$ cat src/rtl/complete_arbiter.sv
// Round-robin completion arbiter: picks up to three of NREQ functional-unit results per cycle
// and registers them onto the ROB's three completion ports.
module complete_arbiter #(
    parameter int NREQ = 6,
    parameter int ROBB = 5,
    parameter int XLEN = 32
) (
    input  logic                               clock,
    input  logic                               reset,
    input  logic                               i_squash,
    input  logic [NREQ-1:0]                    i_req_valid,
    input  logic [NREQ-1:0][ROBB-1:0]          i_req_entry,
    input  logic [NREQ-1:0]                    i_req_taken,
    input  logic [NREQ-1:0][XLEN-1:0]          i_req_target,
    output logic [NREQ-1:0]                    o_req_ready,
    output logic [2:0]                         o_complete_valid,
    output logic [2:0][ROBB-1:0]               o_complete_entry,
    output logic [2:0]                         o_precise_state_valid,
    output logic [2:0][XLEN-1:0]               o_target_pc,
    output logic [$clog2(NREQ)-1:0]            o_rr_ptr
);

    localparam int              PW       = $clog2(NREQ);
    localparam logic [PW:0]     NREQ_W   = (PW+1)'(NREQ);
    localparam logic [PW-1:0]   LAST_IDX = PW'(NREQ - 1);

    logic [PW-1:0]              r_rr_ptr;
    logic [2:0]                 r_valid;
    logic [2:0][ROBB-1:0]       r_entry;
    logic [2:0]                 r_taken;
    logic [2:0][XLEN-1:0]       r_target;

    logic [NREQ-1:0]            w_grant;
    logic [2:0]                 w_slot_valid;
    logic [2:0][ROBB-1:0]       w_slot_entry;
    logic [2:0]                 w_slot_taken;
    logic [2:0][XLEN-1:0]       w_slot_target;
    logic [PW-1:0]              w_last;
    logic [PW-1:0]              w_rr_next;

    // Scan in priority order starting at rr_ptr; the index wraps mod NREQ, not mod 2**PW.
    // Only valid, rr_ptr, squash and reset steer the grants, so req_ready never sees the payload.
    always_comb begin : grant_scan
        logic [PW:0]   v_sum;
        logic [PW-1:0] v_idx;
        logic [1:0]    v_cnt;
        w_grant       = '0;
        w_slot_valid  = '0;
        w_slot_entry  = '0;
        w_slot_taken  = '0;
        w_slot_target = '0;
        w_last        = r_rr_ptr;
        v_sum         = '0;
        v_idx         = '0;
        v_cnt         = '0;
        for (int k = 0; k < NREQ; k++) begin
            v_sum = {1'b0, r_rr_ptr} + (PW+1)'(k);
            if (v_sum >= NREQ_W) begin
                v_sum = v_sum - NREQ_W;
            end
            v_idx = v_sum[PW-1:0];
            if (i_req_valid[v_idx] && (v_cnt != 2'd3) && !i_squash && !reset) begin
                w_grant[v_idx]        = 1'b1;
                w_slot_valid[v_cnt]   = 1'b1;
                w_slot_entry[v_cnt]   = i_req_entry[v_idx];
                w_slot_taken[v_cnt]   = i_req_taken[v_idx];
                w_slot_target[v_cnt]  = i_req_target[v_idx];
                w_last                = v_idx;
                v_cnt                 = v_cnt + 2'd1;
            end
        end
    end

    always_comb begin
        w_rr_next = r_rr_ptr;
        if (|w_grant) begin
            w_rr_next = (w_last == LAST_IDX) ? '0 : w_last + PW'(1);
        end
    end

    // Squash empties the output stage on the next edge; a completion already registered still shows this cycle.
    always_ff @(posedge clock) begin
        if (reset || i_squash) begin
            r_rr_ptr <= '0;
            r_valid  <= '0;
            r_entry  <= '0;
            r_taken  <= '0;
            r_target <= '0;
        end else begin
            r_rr_ptr <= w_rr_next;
            r_valid  <= w_slot_valid;
            r_entry  <= w_slot_entry;
            r_taken  <= w_slot_taken;
            r_target <= w_slot_target;
        end
    end

    assign o_req_ready           = w_grant;
    assign o_complete_valid      = r_valid;
    assign o_complete_entry      = r_entry;
    assign o_precise_state_valid = r_taken;
    assign o_target_pc           = r_target;
    assign o_rr_ptr              = r_rr_ptr;

endmodule

$ cat config.mk
export PLATFORM = sky130hd
export DESIGN_NAME = complete_arbiter
export DESIGN_NICKNAME = d
export VERILOG_FILES = /design/src/rtl/complete_arbiter.sv
export SDC_FILE = /design/constraint.sdc
export NUM_CORES = 1
export LEC_CHECK = 0
export BUFFER_PORTS_ARGS = -buffer_cell sky130_fd_sc_hd__buf_2
export CAP_MARGIN = 20
export CELL_PAD_IN_SITES_DETAIL_PLACEMENT = 1
export CELL_PAD_IN_SITES_GLOBAL_PLACEMENT = 1
export CORE_UTILIZATION = 40
export DETAILED_ROUTE_END_ITERATION = 12
export PLACE_DENSITY_LB_ADDON = 0.1
export SLEW_MARGIN = 20
export SYNTH_ARGS = -nofsm -noshare
export SYNTH_HDL_FRONTEND = slang
export SYNTH_SLANG_ARGS = --single-unit
export TNS_END_PERCENT = 10
$ cat constraint.sdc
create_clock -name clock -period 10.8 [get_ports clock]
set_clock_uncertainty 0.1 [all_clocks]
set_input_delay 2.16 -clock clock [delete_from_list [all_inputs] [get_ports clock]]
set_output_delay 2.16 -clock clock [all_outputs]
set_load 0.005 [all_outputs]
==> impl_metrics.ini <==
[detailed_routing]
avgRoutedWirePerCell_um = 28.83
drt_wl_total_um = 85530
drt_pass1_iterations = 5
viasPerCell = 6.996
final_antenna_net_count = 0
num_vias = 20760
drt_iter0_markers = 2224
route.detailed.drc = 0

[cells_and_area]
utilization_pct = 47.79
fillers = 5001
area_delta_synth_final_pct = 17.10
fin_nets = 2689
final_cell_mix = buf_2 (362), nor2_1 (316), nand2_1 (167)
drive_above_1_share_pct = 25.58
stdcell_count = 2967
final_common_cell = buf_2

[setup_path]
crit_required_ns = 8.54
crit_fanout = 7
path_class = in2out
end_kind = output port
cp-start-kind = input port
worstPathArrival_ns = 8.15

[run]
maxCapViolations = 0

[yosys]
synth_top_family_by_area = compound AO/OA/AOI/OAI gates
synth-compound-area-share_pct = 36.81
synth_seq_cells = 120
synthAdderAreaFrac_pct = 1.342
synthSimpleGateAreaFrac_pct = 19.44
ys_types = 79
synth_top_flop_cell = dfxtp_1
seq_area_frac_synth_pct = 15.16
synth-edff-count = 0
syn-num-nets = 2519
yosysWarnings = 0
synth.avg_cell_area_um2 = 6.996
synth_mux_area_share_pct = 19.45
syn_inst = 2265
synthXorXnorAreaFrac_pct = 0.6317
netlist_area_mm2 = 0.01585
synth-async-reset-ratio_pct = 0

[place]
portBuffers = 362
gp_congestion = 0.9826
post-dp-hpwl_um = 51620
place_inst = 2931

[global_route]
grt_overflow = 0
grt_pass1_vias = 21080
use_met3_pct = 9.497
track_usage_pct = 40.85
antenna_found_initial = 2
use_met1_pct = 51.26
grt_max_degree = 83
busiest_layer = met2
grt_pass1_wl_um = 127700
grt_use_met2_pct = 64.59

[min_path]
worstHoldPathType = reg2reg

[timing]
grt_setup_unrepaired = false
period_minus_slack_ns = 10.41
tightestPinTransition_ns = 1.233
setup_tns_ns = 0
fmax_ghz = 0.09604
period_share_pct = 96.41
setup_viol = 0
maxSlewHeadroom_pct = 17.82
hold_viol = 0
drv_slew = 0

[clock_tree]
cts_root_buf = clkbuf_16
clkLatencyLatePin_ns = 0.46
htreeDepth = 4
clk_pin_slew_ns = 0.06
post-cts-setup-buffers = 0
clock-sinks = 120
cts_buffers = 17
clockBufferDepth = 2
cts_tree = done

[floorplan]
die_w_um = 201.0
die_area_mm2 = 0.04041
start_util_pct = 40.81
io_pins = 363
core_region_area_mm2 = 0.03883
die_height_um = 201.0
rows = 72

[power]
peakVddDrop_mv = 0.3024
p_leak_uw = 0.006899
pwr_density_cell_mw_per_mm2 = 439.9

[outcome]
status = completed
-- worst paths after layout --
path	start	end	slack [ns]	depth (start not counted)
worst max-delay path	i_req_valid[0]	o_req_ready[2]	0.39	26
worst min-delay path	o_rr_ptr[1]	o_rr_ptr[1]	0.73	2
worst max register to register	o_rr_ptr[2]	o_complete_entry[3]	2.47	24
worst min register to register	o_rr_ptr[1]	o_rr_ptr[1]	0.73	2
-- per-stage QoR --
stage	instance area, um2	hold WS [ns]	power (uW)	setup slack [ns]
6_report	18550	0.7311	8162	0.3875
3_5_place_dp	17830	0.7273	7164	0.2463
3_3_place_gp	17810	0.7273	7014	0.3539
4_1_cts	18460	0.7357	7869	0.1482
5_1_grt	18550	0.8350	8509	0.02139
2_1_floorplan	15850	0.5798	5083	0.6693
-- cell usage after synthesis, types with 3 or more instances --
| library cell | instances | area [um2] |
|---|---|---|
| o32ai_1 | 37 | 324.1 |
| o21ai_1 | 34 | 170.2 |
| nand3b_1 | 4 | 30.03 |
| or2_2 | 3 | 18.77 |
| o21a_1 | 44 | 330.3 |
| mux2i_1 | 167 | 1672 |
| nor2_1 | 320 | 1201 |
| nand4_1 | 4 | 25.02 |
| nand2b_1 | 3 | 18.77 |
| o211ai_1 | 42 | 315.3 |
| clkbuf_1 | 172 | 645.6 |
| nor4_1 | 4 | 25.02 |
| o31a_1 | 38 | 332.8 |
| and3_1 | 4 | 25.02 |
| inv_1 | 16 | 60.06 |
| buf_2 | 42 | 210.2 |
| o21ai_0 | 98 | 490.5 |
| nand3_1 | 81 | 405.4 |
| a21oi_1 | 157 | 785.8 |
| a22oi_1 | 4 | 30.03 |
| mux2_2 | 122 | 1374 |
| o22ai_1 | 115 | 719.4 |
| a2bb2oi_1 | 3 | 26.28 |
| a31oi_1 | 7 | 43.79 |
| a211oi_1 | 81 | 608.1 |
| and2_1 | 42 | 262.8 |
| a311oi_1 | 5 | 43.79 |
| or3_1 | 5 | 31.28 |
| ha_1 | 17 | 212.7 |
| dfxtp_1 | 120 | 2402 |
| buf_6 | 4 | 45.04 |
| a211o_1 | 78 | 683.2 |
| buf_1 | 39 | 146.4 |
| or2_1 | 4 | 25.02 |
| nand2_1 | 175 | 656.9 |
| nor3_1 | 43 | 215.2 |
| xnor2_1 | 5 | 43.79 |
| o221ai_1 | 75 | 656.9 |
-- sequential cells by signal, summed over array words and instances, names as in the netlist --
name	flops
o_target_pc	96
o_precise_state_valid	3
o_rr_ptr	3
o_complete_entry	15
o_complete_valid	3
-- metal layers --
layer	vias to the layer above	routed length, um
met5	-	0
met4	0	4311
met3	324	8776
met2	1419	38090
met1	10130	34360
li1	8885	-
-- report_power, final --
group	total, uW	switching [uW]	internal (uW)	leakage (uW)
clock	663	256	406	0.000314
sequential	676	77.7	598	0.000985
combinational	6820	4580	2250	0.00560
-- repair_timing --
item | CTS | global route
hold endpoints to repair | 0 | 0
hold buffers | 0 | 0
endpoints found under the setup margin | 0 | 6
resized for setup | 0 | 4
-- critical path, stage by stage --
cell	delay [ns]
buf_2	0.12
mux2i_1	0.26
o21ai_0	0.15
a2bb2oi_1	0.34
a211o_2	0.24
ha_1	0.33
a211oi_1	0.32
and2b_1	0.23
a41o_1	0.25
nor3_4	0.22
clkinv_4	0.14
ha_1	0.20
a311oi_1	0.23
nand3_1	0.23
nor2_1	0.22
xnor2_1	0.20
inv_1	0.11
ha_1	0.29
a311o_1	0.42
or4_1	0.44
mux2i_1	0.28
nor4b_4	0.14
inv_1	0.10
o21ai_0	0.10
mux2_2	0.30
buf_2	0.13
-- cell families (layout without fill, tap and decap cells) --
kind of cell	after synthesis	in the layout
adders and majority gates	17	17
xor gates and xnor gates	9	9
other	0	2
DFF	120	120
muxes	291	291
buffers and inverters	277	459
and+or+nand+nor	706	706
AOI/OAI and AO/OA	845	845
-- layout make-up --
cell class | instances | area [um2] | share of cell area [%]
multi-input cells | 1868 | 12560 | 67.68
flip-flops and latches | 120 | 2406 | 12.97
repair buffers | 410 | 2230 | 12.02
well taps | 518 | 648.1 | 3.493
clock buffers | 25 | 526.8 | 2.839
clock inverters | 6 | 108.9 | 0.5867
inverters | 18 | 72.57 | 0.3911
diodes | 2 | 5.005 | 0.02697
Power figures use the tool's default switching activity.
